$ cat src/rtl/axi_lite_slave_pkg.sv
// axi_lite_slave_pkg
// Shared constants and types for the AXI4-Lite register slave:
//   - word offsets of the four registers (address bits [3:2])
//   - response code, ID word value, data/strobe widths
//   - state encodings for the write and read handshake FSMs
// The ID register is enabled by defining AXIL_SLAVE_ID_REG_EN.
package axi_lite_slave_pkg;

  localparam int DATA_W = 32;
  localparam int STRB_W = DATA_W / 8;

  localparam logic [1:0] ADDR_CONTROL = 2'd0;
  localparam logic [1:0] ADDR_STATUS  = 2'd1;
  localparam logic [1:0] ADDR_SCRATCH = 2'd2;
  localparam logic [1:0] ADDR_ID      = 2'd3;

  localparam logic [1:0] RESP_OKAY = 2'b00;

  localparam logic [31:0] ID_VALUE = 32'h0005_0001;

  typedef enum logic [1:0] {
    WR_IDLE   = 2'd0,
    WR_ACCEPT = 2'd1,
    WR_RESP   = 2'd2
  } wr_state_t;

  typedef enum logic [1:0] {
    RD_IDLE   = 2'd0,
    RD_ACCEPT = 2'd1,
    RD_DATA   = 2'd2
  } rd_state_t;

endpackage

$ cat src/rtl/axi_lite_slave_regs.sv
// axi_lite_slave_regs
// Register storage for the AXI4-Lite slave: CONTROL and SCRATCH storage with
// per-byte strobe merging, plus the combinational read mux.
// Ports:
//   clk, srst      clock, synchronous active-high reset
//   wr_en          commit a write this edge (AW/W handshake)
//   wr_idx         word index of the write (address bits [3:2])
//   wr_data/strb   write data and byte enables
//   rd_idx         word index of the read
//   rd_data        combinational read value (pre-update, so a same-edge
//                  write is not visible to the read)
//   control        live CONTROL register value
//   status         user status input, returned at the STATUS offset
// Macro: AXIL_SLAVE_ID_REG_EN makes the ID offset return ID_VALUE (else 0).
module axi_lite_slave_regs
  import axi_lite_slave_pkg::*;
(
  input  logic              clk,
  input  logic              srst,
  input  logic              wr_en,
  input  logic [1:0]        wr_idx,
  input  logic [DATA_W-1:0] wr_data,
  input  logic [STRB_W-1:0] wr_strb,
  input  logic [1:0]        rd_idx,
  output logic [DATA_W-1:0] rd_data,
  output logic [DATA_W-1:0] control,
  input  logic [DATA_W-1:0] status
);

  logic [DATA_W-1:0] control_reg, control_next;
  logic [DATA_W-1:0] scratch_reg, scratch_next;

  logic control_sel;
  logic scratch_sel;

  assign control_sel = wr_en && (wr_idx == ADDR_CONTROL);
  assign scratch_sel = wr_en && (wr_idx == ADDR_SCRATCH);

  // Byte lanes with a clear strobe keep their previous contents.
  genvar gi;
  generate
    for (gi = 0; gi < STRB_W; gi++) begin : g_byte
      assign control_next[gi*8 +: 8] = (control_sel && wr_strb[gi]) ?
                                       wr_data[gi*8 +: 8] : control_reg[gi*8 +: 8];
      assign scratch_next[gi*8 +: 8] = (scratch_sel && wr_strb[gi]) ?
                                       wr_data[gi*8 +: 8] : scratch_reg[gi*8 +: 8];
    end
  endgenerate

  always_ff @(posedge clk) begin
    if (srst) begin
      control_reg <= '0;
      scratch_reg <= '0;
    end else begin
      control_reg <= control_next;
      scratch_reg <= scratch_next;
    end
  end

  assign control = control_reg;

  always_comb begin
    rd_data = '0;
    case (rd_idx)
      ADDR_CONTROL: rd_data = control_reg;
      ADDR_STATUS:  rd_data = status;
      ADDR_SCRATCH: rd_data = scratch_reg;
      ADDR_ID: begin
`ifdef AXIL_SLAVE_ID_REG_EN
        rd_data = ID_VALUE;
`else
        rd_data = '0;
`endif
      end
      default: rd_data = '0;
    endcase
  end

endmodule

$ cat src/rtl/axi_lite_slave.sv
// axi_lite_slave
// AXI4-Lite slave with a four-word register file (CONTROL, STATUS, SCRATCH, ID).
// Holds the independent write and read handshake FSMs; storage lives in
// axi_lite_slave_regs.
// Ports:
//   s_axi_aclk / s_axi_areset   clock, synchronous active-high reset
//   s_axi_aw* / s_axi_w*        write address/data channels
//   s_axi_b*                    write response channel (always OKAY)
//   s_axi_ar* / s_axi_r*        read address/data channels (always OKAY)
//   control_reg_o               live copy of CONTROL
//   status_reg_i                user status, read at offset 0x4
// Macro: AXIL_SLAVE_ID_REG_EN enables the constant ID word at offset 0xC.
module axi_lite_slave
  import axi_lite_slave_pkg::*;
#(
  parameter int C_S_AXI_DATA_WIDTH = 32,
  parameter int C_S_AXI_ADDR_WIDTH = 4
) (
  input  logic                            s_axi_aclk,
  input  logic                            s_axi_areset,
  input  logic [C_S_AXI_ADDR_WIDTH-1:0]   s_axi_awaddr,
  input  logic [2:0]                      s_axi_awprot,
  input  logic                            s_axi_awvalid,
  output logic                            s_axi_awready,
  input  logic [C_S_AXI_DATA_WIDTH-1:0]   s_axi_wdata,
  input  logic [C_S_AXI_DATA_WIDTH/8-1:0] s_axi_wstrb,
  input  logic                            s_axi_wvalid,
  output logic                            s_axi_wready,
  output logic [1:0]                      s_axi_bresp,
  output logic                            s_axi_bvalid,
  input  logic                            s_axi_bready,
  input  logic [C_S_AXI_ADDR_WIDTH-1:0]   s_axi_araddr,
  input  logic [2:0]                      s_axi_arprot,
  input  logic                            s_axi_arvalid,
  output logic                            s_axi_arready,
  output logic [C_S_AXI_DATA_WIDTH-1:0]   s_axi_rdata,
  output logic [1:0]                      s_axi_rresp,
  output logic                            s_axi_rvalid,
  input  logic                            s_axi_rready,
  output logic [C_S_AXI_DATA_WIDTH-1:0]   control_reg_o,
  input  logic [C_S_AXI_DATA_WIDTH-1:0]   status_reg_i
);

  wr_state_t wr_state_reg;
  rd_state_t rd_state_reg;

  logic              awready_reg;
  logic              wready_reg;
  logic              bvalid_reg;
  logic              arready_reg;
  logic              rvalid_reg;
  logic [DATA_W-1:0] rdata_reg;

  logic              wr_fire;
  logic              rd_fire;
  logic [DATA_W-1:0] rd_data;

  // Protection bits and byte-offset address bits carry no meaning here.
  logic unused_ok;
  assign unused_ok = ^{s_axi_awprot, s_axi_arprot, s_axi_awaddr[1:0], s_axi_araddr[1:0]};

  // Handshakes complete on the edge where the registered ready pulse meets valid.
  assign wr_fire = awready_reg && wready_reg && s_axi_awvalid && s_axi_wvalid;
  assign rd_fire = arready_reg && s_axi_arvalid;

  // Write path: AW and W must be presented together.
  always_ff @(posedge s_axi_aclk) begin
    if (s_axi_areset) begin
      wr_state_reg <= WR_IDLE;
      awready_reg  <= 1'b0;
      wready_reg   <= 1'b0;
      bvalid_reg   <= 1'b0;
    end else begin
      case (wr_state_reg)
        WR_IDLE: begin
          if (s_axi_awvalid && s_axi_wvalid) begin
            awready_reg  <= 1'b1;
            wready_reg   <= 1'b1;
            wr_state_reg <= WR_ACCEPT;
          end
        end
        WR_ACCEPT: begin
          awready_reg <= 1'b0;
          wready_reg  <= 1'b0;
          // A master that withdrew its request gets no response.
          if (wr_fire) begin
            bvalid_reg   <= 1'b1;
            wr_state_reg <= WR_RESP;
          end else begin
            wr_state_reg <= WR_IDLE;
          end
        end
        WR_RESP: begin
          if (s_axi_bready) begin
            bvalid_reg   <= 1'b0;
            wr_state_reg <= WR_IDLE;
          end
        end
        default: begin
          awready_reg  <= 1'b0;
          wready_reg   <= 1'b0;
          bvalid_reg   <= 1'b0;
          wr_state_reg <= WR_IDLE;
        end
      endcase
    end
  end

  // Read path: rdata is captured at the AR handshake edge and held until rready.
  always_ff @(posedge s_axi_aclk) begin
    if (s_axi_areset) begin
      rd_state_reg <= RD_IDLE;
      arready_reg  <= 1'b0;
      rvalid_reg   <= 1'b0;
      rdata_reg    <= '0;
    end else begin
      case (rd_state_reg)
        RD_IDLE: begin
          if (s_axi_arvalid) begin
            arready_reg  <= 1'b1;
            rd_state_reg <= RD_ACCEPT;
          end
        end
        RD_ACCEPT: begin
          arready_reg <= 1'b0;
          if (rd_fire) begin
            rdata_reg    <= rd_data;
            rvalid_reg   <= 1'b1;
            rd_state_reg <= RD_DATA;
          end else begin
            rd_state_reg <= RD_IDLE;
          end
        end
        RD_DATA: begin
          if (s_axi_rready) begin
            rvalid_reg   <= 1'b0;
            rd_state_reg <= RD_IDLE;
          end
        end
        default: begin
          arready_reg  <= 1'b0;
          rvalid_reg   <= 1'b0;
          rd_state_reg <= RD_IDLE;
        end
      endcase
    end
  end

  axi_lite_slave_regs u_regs (
    .clk     (s_axi_aclk),
    .srst    (s_axi_areset),
    .wr_en   (wr_fire),
    .wr_idx  (s_axi_awaddr[3:2]),
    .wr_data (s_axi_wdata),
    .wr_strb (s_axi_wstrb),
    .rd_idx  (s_axi_araddr[3:2]),
    .rd_data (rd_data),
    .control (control_reg_o),
    .status  (status_reg_i)
  );

  assign s_axi_awready = awready_reg;
  assign s_axi_wready  = wready_reg;
  assign s_axi_bvalid  = bvalid_reg;
  assign s_axi_bresp   = RESP_OKAY;
  assign s_axi_arready = arready_reg;
  assign s_axi_rvalid  = rvalid_reg;
  assign s_axi_rdata   = rdata_reg;
  assign s_axi_rresp   = RESP_OKAY;

endmodule

$ cat config.mk
export PLATFORM = sky130hd
export DESIGN_NAME = axi_lite_slave
export DESIGN_NICKNAME = d
export VERILOG_FILES = /design/src/rtl/axi_lite_slave_pkg.sv /design/src/rtl/axi_lite_slave_regs.sv /design/src/rtl/axi_lite_slave.sv
export SDC_FILE = /design/constraint.sdc
export NUM_CORES = 1
export LEC_CHECK = 0
export BUFFER_PORTS_ARGS = -buffer_cell sky130_fd_sc_hd__buf_2
export CORE_ASPECT_RATIO = 1.2
export CORE_UTILIZATION = 39
export DETAILED_ROUTE_END_ITERATION = 8
export PLACE_DENSITY_LB_ADDON = 0.08
export SLEW_MARGIN = 10
export SYNTH_ARGS = -nofsm -noshare
export SYNTH_HDL_FRONTEND = slang
export SYNTH_SLANG_ARGS = --single-unit
$ cat constraint.sdc
create_clock -name s_axi_aclk -period 1.48 [get_ports s_axi_aclk]
set_clock_uncertainty 0.2 [all_clocks]
set_input_delay 0.444 -clock s_axi_aclk [delete_from_list [all_inputs] [get_ports s_axi_aclk]]
set_output_delay 0.444 -clock s_axi_aclk [all_outputs]
set_load 0.05 [all_outputs]
==> results.cfg <==
[clocking]
cts_buffers = 9
cts_tree = done
clk_latency_ns = 0.35
htree_levels = 3
clock-sinks = 104
path_clk_slew_ns = 0.07
clockBufferDepth = 2
cts-root-buf = clkbuf_16

[timing]
fin_ws_ns = -0.114
fin_crit_ns = 1.59
finalCritPeriodShare_pct = 108
setup_violations = 101
rsz0062_at_grt = yes
maxClockFrequency_ghz = 0.627
hold_violations = 0
slew_violations = 0

[logic_synthesis]
synth_edf_count = 0
yosys.area.top_type = dfxtp_1
ys_top_cells_by_count = dfxtp_1, mux2i_1, nand2b_1
syn_area_per_cell_um2 = 10.3
synth_area_um2 = 4890
ys_top_cells_by_area = dfxtp_1, mux2i_1, nand2b_1
async_flop_share_pct = 0
synth_flop_cell = dfxtp_1
yosysSeqAreaShare_pct = 42.6
yosysUniqueCellTypes = 27
yosysWarnings = 0
yosysMostFrequentCell = dfxtp_1
netlist_instances = 474
synth_top_cell_area_share_pct = 42.6
synth-seq-cells = 104

[min_path]
hold_class = in2reg
min_from = s_axi_bready
hold_depth = 4
min_to = wr_state_reg[1]$_SDFFE_PP0P_

[grt]
grt_pass1_vias = 4237
grt_max_degree = 52
track_usage_pct = 20.7
antenna_found_initial = 0
gr-total-overflow = 0
grt_pass1_wl_mm = 21.3

[floorplan]
num_rows = 44
die-area_um2 = 13000
die_y_um = 125
initial_utilization_pct = 40.2
die_w_um = 104
io_pins = 162
core_area_um2 = 12200

[run_status]
violations = negative setup slack
status = finished with violations

[pwr]
fin_total_pwr_mw = 6.17
p_leak_nw = 3.46
max-vdd-ir-drop_v = 0.000585
powerDensity_nw_per_um2 = 774

[placed_design]
io_buffers = 147
gp_congestion = 0.741
dp.final_hpwl_mm = 8.71

[routing]
drt_iter0_drc = 151
num_vias = 4247
dr.pass1.iters = 4
antenna_left = 0
routed_via_density = 4.96
finalWirelength_mm = 14.4
routedWlPerCell_um = 16.8
drc = 0

[worst_setup_path]
r2r_start = s_axi_wready$_SDFFE_PP0P_
endpoint_kind = output port
reg2reg_setup_slack_ns = -0.08
critPathLaunchType = flip-flop
regToRegEndpoint = u_regs.control[18]$_SDFFE_PP0P_
critPathRequiredTime_ns = 0.84
ff2ff_path_depth = 5
crit_fanout = 3
arrival_ns = 0.95
critical_path_class = reg2out

[final_layout]
fin_util_pct = 65.5
fin_nets = 780
n_antenna_cell = 0
drive_above_1_share_pct = 56.8
areaGrowthSynthToFinish_pct = 63.1

[job]
cap_violations = 0
through the flow:
stage / area (µm²) / setup TNS, ns / hold WS [ns] / std cells / setup slack (ns)
final: 7970 / -2.42 / 0.163 / 857 / -0.114
after global routing: 7970 / -8.19 / 0.180 / 857 / -0.160
after CTS: 7380 / -3.97 / 0.149 / 831 / -0.128
after detailed placement: 6030 / -22.21 / 0.255 / 779 / -0.353
after global placement: 6030 / -21.64 / 0.247 / 779 / -0.324
after floorplan: 4970 / -1.81 / 0.242 / 477 / -0.0610
logic make-up after synthesis:
family | after synthesis | synth area share (%)
DFF | 104 | 42.6
AOI/OAI and AO/OA | 71 | 12.4
buffers and inverters | 47 | 6.48
muxes | 96 | 19.7
other | 1 | 0.0768
and+or+nand+nor | 155 | 18.8
cell type report:
type                            instances  area [µm²]
Sequential cell                       104        2180
Inverter                                1        3.75
Fill cell                             983        4200
Tap cell                              161         201
Clock buffer                           11         253
Timing Repair Buffer                  249        2550
Clock inverter                          5        55.1
Multi-Input combinational cell        326        2730
metal layers:
layer | GRT usage, % | part of all wire, % | vias to the layer above
li1 | - | - | 2092
met1 | 25.3 | 44 | 2042
met2 | 36.2 | 51 | 102
met3 | 4.34 | 4.2 | 11
met4 | 6.05 | 0.86 | 0
met5 | 0 | 0 | -
where the power goes:
group	total (mW)	leakage [nW]	switching [mW]	internal, mW
Clock	2.47	0.148	1.07	1.40
Combinational	0.843	2.44	0.427	0.416
Sequential	2.85	0.875	0.0270	2.83
Total	6.17	3.46	1.52	4.64
worst max-delay path, cell delays in order, from the launching register on:
cell and delay [ns]:
dfxtp_4 0.34, buf_6 0.12, buf_8 0.14
worst max path at each step:
stage	to	slack (ns)	from	cells after the start
3_3_place_gp	u_regs.scratch_reg[7]$_SDFFE_PP0P_	-0.32	s_axi_awaddr[2]	6
5_1_grt	u_regs.control[19]$_SDFFE_PP0P_	-0.16	s_axi_wready$_SDFFE_PP0P_	5
6_report	s_axi_wready	-0.11	s_axi_wready$_SDFFE_PP0P_	2
3_5_place_dp	u_regs.scratch_reg[13]$_SDFFE_PP0P_	-0.35	s_axi_awaddr[2]	6
4_1_cts	s_axi_wready	-0.13	s_axi_wready$_SDFFE_PP0P_	2
2_1_floorplan	u_regs.scratch_reg[0]$_SDFFE_PP0P_	-0.06	s_axi_awaddr[2]	5
timing repair:
item / 4_1_cts / 5_1_grt
setup buffers: 34 / 20
setup endpoints to repair: 111 / 162
pin swaps: 5 / 27
gates resized for setup: 262 / 70
cloned: 2 / 6
hold buffers: 0 / 0
hold endpoints to repair: 0 / 0
cell usage in the layout (no fill, tap or decap), drive strengths merged, types with 4 or more instances in the layout:
cell type / synthesis / final
mux2i: 96 / 96
nand2b: 96 / 96
a2bb2oi: 32 / 32
a211oi: 32 / 32
buf: 30 / 244
conb: 1 / 4
a21oi: 5 / 5
dfxtp: 104 / 104
clkbuf: 16 / 16
nor2: 37 / 37
No activity file was read; power rests on OpenSTA's default activity.
